**src/rtl/pixel_binner_2x2.sv**
```systemverilog
// ----------------------------------------------------------------------------
// pixel_binner_2x2
//
// Purpose:
//   2x2 binning of the per-pixel stream coming out of the camera capture
//   stage. Every 2x2 block of input pixels becomes one output pixel holding
//   the average of the four. Even-line horizontal pair sums are parked in an
//   internal line buffer and combined with the matching odd-line pair sums.
//   The result is a half-resolution stream with its own coordinates plus an
//   end-of-frame pulse for the frame-store writer that follows.
//
// Build option:
//   PIXEL_BINNER_ROUND_EN  defined   -> DATA_OUT = (sum + 2) >> 2 (round half up)
//                          undefined -> DATA_OUT = sum >> 2       (truncate)
//
// Ports:
//   PIXCLK       in   pixel clock, all logic on the rising edge
//   RESET_N      in   asynchronous active-low reset
//   PIXEL_VALID  in   input pixel strobe
//   DATA_IN      in   input pixel value            [DATA_BITS]
//   LINE_IN      in   input line index             [LINE_BITS]
//   COLUMN_IN    in   input column index           [COL_BITS]
//   OUT_VALID    out  binned pixel strobe
//   DATA_OUT     out  binned pixel value           [DATA_BITS]
//   OUT_LINE     out  binned line index            [LINE_BITS-1]
//   OUT_COLUMN   out  binned column index          [COL_BITS-1]
//   FRAME_DONE   out  one-cycle pulse after the last binned pixel of a frame
// ----------------------------------------------------------------------------
module pixel_binner_2x2 #(
   parameter int WIDTH     = 752,
   parameter int HEIGHT    = 480,
   parameter int COL_BITS  = 10,
   parameter int LINE_BITS = 9,
   parameter int DATA_BITS = 10
) (
   input  logic                   PIXCLK,
   input  logic                   RESET_N,
   input  logic                   PIXEL_VALID,
   input  logic [DATA_BITS-1:0]   DATA_IN,
   input  logic [LINE_BITS-1:0]   LINE_IN,
   input  logic [COL_BITS-1:0]    COLUMN_IN,
   output logic                   OUT_VALID,
   output logic [DATA_BITS-1:0]   DATA_OUT,
   output logic [LINE_BITS-2:0]   OUT_LINE,
   output logic [COL_BITS-2:0]    OUT_COLUMN,
   output logic                   FRAME_DONE
);

   localparam int HALF_W = WIDTH / 2;
   localparam int HALF_H = HEIGHT / 2;
   localparam int HSUM_W = DATA_BITS + 1;
   localparam int VSUM_W = DATA_BITS + 2;
   localparam int BUF_AW = (HALF_W > 1) ? $clog2(HALF_W) : 1;

   // Odd trailing column/line is excluded so only complete blocks are binned.
   localparam logic [COL_BITS-1:0]  USED_W  = COL_BITS'(HALF_W * 2);
   localparam logic [LINE_BITS-1:0] USED_H  = LINE_BITS'(HALF_H * 2);
   localparam logic [COL_BITS-2:0]  LAST_OC = (COL_BITS-1)'(HALF_W - 1);
   localparam logic [LINE_BITS-2:0] LAST_OL = (LINE_BITS-1)'(HALF_H - 1);

   typedef enum logic {WAIT_SOF, RUN} state_t;

   state_t state, state_nxt;
   logic   frame_done_nxt;

   // Fold four pixels into one; the rounding constant cannot overflow
   // because (4*max + 2) still fits in VSUM_W bits.
   function automatic logic [DATA_BITS-1:0] bin_avg(input logic [VSUM_W-1:0] s);
`ifdef PIXEL_BINNER_ROUND_EN
      logic [VSUM_W-1:0] r;
      r = s + VSUM_W'(2);
      return r[VSUM_W-1:2];
`else
      return s[VSUM_W-1:2];
`endif
   endfunction

   logic                   sof, in_range, frame_end, accept;
   logic                   col_odd, line_odd, pair_hit, wr_en, out_fire;
   logic [COL_BITS-2:0]    col_half;
   logic [LINE_BITS-2:0]   line_half;
   logic [BUF_AW-1:0]      buf_addr;
   logic [HSUM_W-1:0]      hsum;
   logic [VSUM_W-1:0]      vsum;

   logic [DATA_BITS-1:0]   pair_data_p0;
   logic [COL_BITS-1:0]    pair_col_p0;
   logic                   pair_vld_p0;
   logic [HSUM_W-1:0]      rd_data_p0;
   logic                   even_ok_p0;
   logic [LINE_BITS-2:0]   even_tag_p0;
   logic [HSUM_W-1:0]      line_buf [HALF_W];

   // ---- input decode / horizontal and vertical sums (combinational) ----
   always_comb begin
      sof       = PIXEL_VALID && (LINE_IN == '0) && (COLUMN_IN == '0);
      in_range  = (COLUMN_IN < USED_W) && (LINE_IN < USED_H);
      frame_end = (state == RUN) && OUT_VALID &&
                  (OUT_LINE == LAST_OL) && (OUT_COLUMN == LAST_OC);
      // The cycle that retires the frame accepts only a fresh start.
      accept    = PIXEL_VALID && in_range &&
                  (sof || ((state == RUN) && !frame_end));
      col_odd   = COLUMN_IN[0];
      line_odd  = LINE_IN[0];
      col_half  = COLUMN_IN[COL_BITS-1:1];
      line_half = LINE_IN[LINE_BITS-1:1];
      buf_addr  = col_half[BUF_AW-1:0];
      pair_hit  = pair_vld_p0 && (pair_col_p0 == COLUMN_IN - COL_BITS'(1));
      hsum      = {1'b0, pair_data_p0} + {1'b0, DATA_IN};
      vsum      = {1'b0, hsum} + {1'b0, rd_data_p0};
      wr_en     = accept && col_odd && pair_hit && !line_odd;
      // Odd-line output only if the partner even line finished this frame.
      out_fire  = accept && col_odd && pair_hit && line_odd &&
                  even_ok_p0 && (even_tag_p0 == line_half);
   end

   // ---- frame FSM ----
   always_ff @(posedge PIXCLK or negedge RESET_N) begin
      if (!RESET_N) state <= WAIT_SOF;
      else          state <= state_nxt;
   end

   always_comb begin
      state_nxt      = state;
      frame_done_nxt = 1'b0;
      case (state)
         WAIT_SOF: if (sof) state_nxt = RUN;
         RUN: begin
            if (frame_end) begin
               frame_done_nxt = 1'b1;
               state_nxt      = sof ? RUN : WAIT_SOF;
            end
         end
         default: state_nxt = WAIT_SOF;
      endcase
   end

   // ---- stage p0: pair register and even-line completion flag ----
   always_ff @(posedge PIXCLK or negedge RESET_N) begin
      if (!RESET_N) begin
         pair_data_p0 <= '0;
         pair_col_p0  <= '0;
         pair_vld_p0  <= 1'b0;
         even_ok_p0   <= 1'b0;
         even_tag_p0  <= '0;
      end else begin
         if (accept) begin
            if (!col_odd) begin
               pair_data_p0 <= DATA_IN;
               pair_col_p0  <= COLUMN_IN;
               pair_vld_p0  <= 1'b1;
            end else begin
               pair_vld_p0  <= 1'b0;
            end
         end
         // A restart forgets any half-written line pair from the old frame.
         if (sof) begin
            even_ok_p0 <= 1'b0;
         end else if (wr_en && (col_half == LAST_OC)) begin
            even_ok_p0  <= 1'b1;
            even_tag_p0 <= line_half;
         end
      end
   end

   // ---- stage p0: line buffer, read issued at the even-column pixel ----
   always_ff @(posedge PIXCLK) begin
      if (accept && !col_odd) rd_data_p0 <= line_buf[buf_addr];
      if (wr_en)              line_buf[buf_addr] <= hsum;
   end

   // ---- stage p1: registered outputs ----
   always_ff @(posedge PIXCLK or negedge RESET_N) begin
      if (!RESET_N) begin
         OUT_VALID  <= 1'b0;
         DATA_OUT   <= '0;
         OUT_LINE   <= '0;
         OUT_COLUMN <= '0;
         FRAME_DONE <= 1'b0;
      end else begin
         OUT_VALID  <= out_fire;
         FRAME_DONE <= frame_done_nxt;
         if (out_fire) begin
            DATA_OUT   <= bin_avg(vsum);
            OUT_LINE   <= line_half;
            OUT_COLUMN <= col_half;
         end
      end
   end

endmodule

```
**config.mk**
```make
export PLATFORM = sky130hd
export DESIGN_NAME = pixel_binner_2x2
export DESIGN_NICKNAME = d
export VERILOG_FILES = /design/src/rtl/pixel_binner_2x2.sv
export SDC_FILE = /design/constraint.sdc
export NUM_CORES = 2
export LEC_CHECK = 0
export CORE_ASPECT_RATIO = 1.25
export CORE_MARGIN = 2
export CORE_UTILIZATION = 45
export CTS_CLUSTER_SIZE = 40
export DETAILED_ROUTE_END_ITERATION = 8
export GPL_ROUTABILITY_DRIVEN = 0
export PLACE_DENSITY = 0.69
export SYNTH_ARGS = -nofsm -noshare
export SYNTH_HDL_FRONTEND = slang
export SYNTH_MEMORY_MAX_BITS = 65536
export SYNTH_SLANG_ARGS = --single-unit
```
**constraint.sdc**
```tcl
create_clock -name PIXCLK -period 52.8 [get_ports PIXCLK]
set_clock_uncertainty 0.05 [all_clocks]
set_input_delay 10.56 -clock PIXCLK [delete_from_list [all_inputs] [get_ports PIXCLK]]
set_output_delay 10.56 -clock PIXCLK [all_outputs]
set_load 0.005 [all_outputs]
```
Word level (Yosys, flattened, before mapping)
Memories as Yosys holds them, arrays and structs flattened. A register that Yosys moved wholly into a read port is not among the register bits.
Index checks and enable logic that the tools add are counted.
{"block": "totals", "regBits": 59, "ram_bits": 4136, "in_bits": 32, "output_inout_bits": 29, "word_cells": 62, "n_memories": 1}
{"name": "line_buf", "depth": 376, "word_bits": 11, "read_ports": 1, "rd_clocked_by_memory_dff": 1, "write_ports": 1, "line_no": "92", "text": "logic [HSUM_W-1:0] line_buf [HALF_W];"}
{"block": "classes", "add_sub_neg": 3, "order_cmp": 2, "n_eq_ne": 5, "mux": 10, "bitwise_logic": 3, "n_reduce_logical": 27}
{"operator": "9-bit == test (second input constant)", "count": 2}
{"operator": "1-bit logical AND", "count": 18}
{"operator": "11-bit by 11-bit adder with 12-bit output", "count": 1}
{"operator": "10-bit by 10-bit adder with 11-bit output", "count": 1}
{"operator": "10-bit == test", "count": 1}
{"operator": "10-bit zero test", "count": 1}
{"operator": "10-bit less-than comparator (second input constant)", "count": 1}
{"operator": "10-bit by 1-bit subtractor with 10-bit output (second input constant)", "count": 1}
{"operator": "9-bit zero test", "count": 1}
{"operator": "9-bit less-than comparator (second input constant)", "count": 1}
{"operator": "1-bit 2-to-1 mux", "count": 9}
{"operator": "8-bit == test", "count": 1}
{"operator": "8-bit == test (second input constant)", "count": 1}
{"operator": "2-bit AND reduction", "count": 2}
{"operator": "1-bit zero test", "count": 3}
{"operator": "1-bit inverter", "count": 3}
{"operator": "1-bit one-hot mux with 2 select lines", "count": 1}
{"operator": "2-bit nonzero test", "count": 1}
{"operator": "1-bit logical OR", "count": 1}

Depth between registers and ports, before layout
{"block": "logic_depth", "ltp_word": 13, "mapped_depth": 16, "depth_no_buf": 16}

Worst setup path before layout
No wires, ideal clock.
{"block": "synth_timing", "path_kind": "input to register", "from": "input DATA_IN[0]", "to": "memory line_buf[0][10] in the netlist's numbering, data pin", "arrival_time_ps": 26150, "path_slack_ps": 23473, "path_stages": 9, "n_path_buf": 0, "path_cell_list": "ha_1 > fa_1 > a21o_1 > a21oi_1 > o21bai_1 > a21oi_1 > o21bai_1 > a21oi_1 > o21ai_0"}
{"block": "synth_via", "elab_chain_cells": 1}
{"item": "start, declared", "line_no": "39", "text": "input logic [DATA_BITS-1:0] DATA_IN,"}
{"item": "10-bit by 10-bit adder with 11-bit output", "line_no": "109", "text": "hsum = {1'b0, pair_data_p0} + {1'b0, DATA_IN};"}
{"item": "net hsum[10]", "line_no": "83", "text": "logic [HSUM_W-1:0] hsum;"}
{"item": "end, declared", "line_no": "92"}
The timed path passes the listed nets, and every way through them passes these cells.

Final worst setup path
{"block": "layout_timing", "from": "input COLUMN_IN[2]", "to": "register rd_data_p0[5] (read register of line_buf), data pin"}
{"block": "layout_via", "elab_chain_cells": 5, "elab_cells_between_ends": 8, "cone_classes": "order compare (1); reduce/logical (7)"}
{"item": "start, declared", "line_no": "41", "text": "input logic [COL_BITS-1:0] COLUMN_IN,"}
{"item": "10-bit less-than comparator or 10-bit zero test (tied branches)", "line_no": "97, 96"}
{"item": "1-bit logical AND, on equally long branches", "line_no": "97, 96"}
{"item": "1-bit logical AND or 1-bit logical OR (tied branches)", "line_no": "101, 102"}
{"item": "1-bit logical AND", "line_no": "101", "text": "accept = PIXEL_VALID && in_range &&"}
{"item": "1-bit logical AND", "line_no": "168", "text": "if (accept && !col_odd) rd_data_p0 <= line_buf[buf_addr];"}
{"item": "end, declared", "line_no": "89", "text": "logic [HSUM_W-1:0] rd_data_p0;"}
Several ways; a longest one is shown, not always the timed one.
A chain may end at the register's enable or synchronous reset.

==> flow_summary.ini <==
[placed_design]
dp_hpwl_mm = 237
place_area_sq_um = 168000
placement.io_buffers = 60
place_ws_ns = 35.75

[timing]
setup_viol_count_final = 0
finalCriticalPeriod_ns = 16.03
maxClockFrequency_mhz = 62.4
setup_tns_ns = 0
final_critical_path_setup_slack_ns = 36.77
relSlewSlack_pct = 4.75
fin_crit_sh_pct = 30.4
tightestPinTransition_ns = 1.42
timing_hold_violations_final = 0
grt_setup_unrepaired = false
count_of_pins_over_their_slew_limit = 0

[critical_path]
critical_path.max_stage_delay_ns = 0.67
cp-end-kind = register
cp_data_arrival_time_ns = 16.63
cell_breakdown_of_the_critical_path = buf_8 -> buf_4 -> buf_4 -> buf_4 -> buf_4 -> buf_4 -> mux4_2 -> a22o_1 -> a221oi_1 -> o22ai_1 -> nor4_1 -> nor3_1 -> or3_1
cpMaxStageDelayCell = sky130_fd_sc_hd__buf_4
setup.worst_path.start_class = input port
cpMostUsedCell = sky130_fd_sc_hd__buf_4
data_required_time_at_the_worst_endpoint_ns = 53.39
crit_type = input port to register
critical_path_peak_fanout = 58

[clock_tree]
worstSkewPairLatency_ns = 0.91
clk_transition_reported_paths_ns = 0.07
cts-htree-levels = 5
cts.hold.buffers_added = 0
cts.repair_timing.setup_buffer_count = 0
clk_root_buffer_cell = sky130_fd_sc_hd__clkbuf_16
cts_tree = done
cts_sinks = 4206
ctsLongestPathBuffers = 4
cts_made_buffers = 377
ctsResizeCount = 0

[run]
maxCapViolations = 0

[floorplan]
io_pins = 61
floorplan.initialDensity_pct = 45.3
die_area_sq_um = 364000
coreArea_sq_um = 357000
rows = 245
floorplan_die_height_um = 674
die_width_um = 540

[power]
static-leakage-power_nw = 55.1
power_per_cell_area_nw_per_um2 = 42.4
max-vdd-ir-drop_mv = 0.0730
report.power.total_mw = 7.64

[status]
run_status = finished, final reports clean

[synth]
netlist_top_cells_count = sky130_fd_sc_hd__edfxtp_1 (4147), sky130_fd_sc_hd__mux4_2 (1080), sky130_fd_sc_hd__nor2_1 (412), sky130_fd_sc_hd__clkbuf_1 (219), sky130_fd_sc_hd__buf_2 (136)
number_of_enable_type_register_cells_in_the_synthesized_netlist = 4147
synth_top_area_cell = sky130_fd_sc_hd__edfxtp_1
synth.top_cells.by_area = sky130_fd_sc_hd__edfxtp_1 (77%), sky130_fd_sc_hd__mux4_2 (15%), sky130_fd_sc_hd__nor2_1 (0.96%), sky130_fd_sc_hd__dfrtp_1 (0.91%), sky130_fd_sc_hd__a221oi_1 (0.63%)
synth_fp_nets = 7231
post-synth-top-count-cell = sky130_fd_sc_hd__edfxtp_1
synthArstFlopShare_pct = 1.40
synth_area_per_cell_sq_um = 22.5
postSynthCellCount = 7175
synth_seq_cells = 4206
synth.cell_area_sq_um = 161000
synth.lib_cells_used.distinct = 68
ys_seq_area_share_pct = 78.0
synth_ff_type = sky130_fd_sc_hd__edfxtp_1
synth_top_cell_area_share_pct = 77.1
yosys_warnings = 0

[global_route]
vias_in_the_first_global_route = 78400
global_route_wire_length_before_repair_mm = 585
globalRouteOverflowTotal = 0
antenna_found_initial = 21
grt_max_degree = 226
global_route_usage_sum_pct = 22.4

[layout]
fillerInstances = 27400
finish.instance_area_sq_um = 180000
number_of_nets_at_the_end_of_the_flow = 7424
area_growth_pct = 11.6
multi_input_area_sq_um = 33900
area.sequential_sq_um = 126000
drive_gt1_share_pct = 25.2

[routing]
initialDrtViolationCount = 10400
drt_antenna_net_count = 0
detailroute.via_count = 77800
drc_errors = 0
first_pass_iters = 6
total_wire_length_mm = 410
post_drt_via_cell_ratio = 6.29
detail_route.wl_per_cell_um = 33.1

[hold_path]
worst_hold_path_type = register to register
==> per-stage QoR <==
stage / utilization, % / hold slack [ns] / std cells
floorplan: - / 0.398 / 7175
global placement: 47.1 / 0.422 / 11700
detailed placement: 47.1 / 0.432 / 11700
CTS: 50.5 / 0.445 / 12400
global route: 50.5 / 0.477 / 12400
finish: 50.5 / 0.446 / 12400
==> cells by family (layout without fill, tap and decap cells) <==
| kind of cell | after synthesis | after routing | synth area share [%] |
|---|---|---|---|
| flip-flops | 4206 | 4206 | 78.0 |
| multiplexers | 1206 | 1206 | 15.9 |
| AO/OA/AOI/OAI | 632 | 632 | 2.89 |
| AND/OR/NAND/NOR | 626 | 626 | 1.67 |
| buffers and inverters | 452 | 945 | 1.17 |
| XOR/XNOR | 29 | 29 | 0.157 |
| adder cells (fa/ha/maj) | 24 | 24 | 0.191 |
| other | 0 | 11 | 0 |
==> metal layers <==
metal,track usage (%),routed length (um),vias up
met5,0,138,-
met1,29.4,147000,41500
met4,10.6,20800,16
met2,36.2,201000,4472
met3,4.17,40400,853
li1,-,-,31000
==> critical path, delay by kind of cell <==
| kind | cells | cell delay [ns] |
|---|---|---|
| compound gates | 3 | 0.82 |
| mux | 1 | 0.42 |
| buf+inv | 6 | 3.57 |
| simple gates | 3 | 1.01 |
==> registers in the layout, summed over array words and instances (netlist names) <==
name and count:
OUT_COLUMN 9, pair_col_p0 9, pair_vld_p0 1, OUT_VALID 1, DATA_OUT 10, OUT_LINE 8, even_ok_p0 1, line_buf 4136
state 1, pair_data_p0 10, FRAME_DONE 1, even_tag_p0 8, rd_data_p0 11
==> placed cells by master, fill, tap and decap left out, types with 51 or more instances in the layout <==
cell	count
sky130_fd_sc_hd__edfxtp_1	4147
sky130_fd_sc_hd__mux4_2	1080
sky130_fd_sc_hd__nor2_1	407
sky130_fd_sc_hd__clkbuf_16	385
sky130_fd_sc_hd__buf_4	178
sky130_fd_sc_hd__a22oi_1	135
sky130_fd_sc_hd__a221oi_1	117
sky130_fd_sc_hd__a22o_1	107
sky130_fd_sc_hd__a21oi_1	92
sky130_fd_sc_hd__clkinv_1	85
sky130_fd_sc_hd__mux2i_1	70
sky130_fd_sc_hd__clkinv_2	67
sky130_fd_sc_hd__dfrtp_1	59
sky130_fd_sc_hd__clkbuf_1	59
sky130_fd_sc_hd__mux2_2	56
sky130_fd_sc_hd__o22ai_1	56
sky130_fd_sc_hd__clkdlybuf4s50_1	53
sky130_fd_sc_hd__nand2_1	51
sky130_fd_sc_hd__o21ai_0	51
==> final timing paths <==
path	startpoint	end	slack, ns	cells after the start
worst min-delay path	pair_vld_p0	pair_vld_p0	0.45	1
worst max-delay path	COLUMN_IN[2]	rd_data_p0[5]	36.77	13
worst min register to register	pair_vld_p0	pair_vld_p0	0.45	1
min in group asynchronous	RESET_N	pair_data_p0[8]	9.75	2
max in group asynchronous	RESET_N	DATA_OUT[8]	42.41	2
worst max register to register	pair_data_p0[0]	line_buf[134][8]	47.17	12
==> power by group <==
part           internal (mW)  leakage [nW]  switching (mW)
registers               4.10          38.1         0.00359
logic                  0.147          11.2           0.668
clock network           1.53          5.89            1.19
==> area by class of cell <==
type	instances	area share, %
Sequential cell	4206	69.9
Timing Repair Buffer	254	1.27
Clock inverter	235	1.24
Inverter	12	0.0292
Clock buffer	444	5.47
Antenna cell	11	0.0153
Multi-Input combinational cell	2517	18.8
Tap cell	4693	3.26
Note: power is estimated with default switching activity, not from simulation.
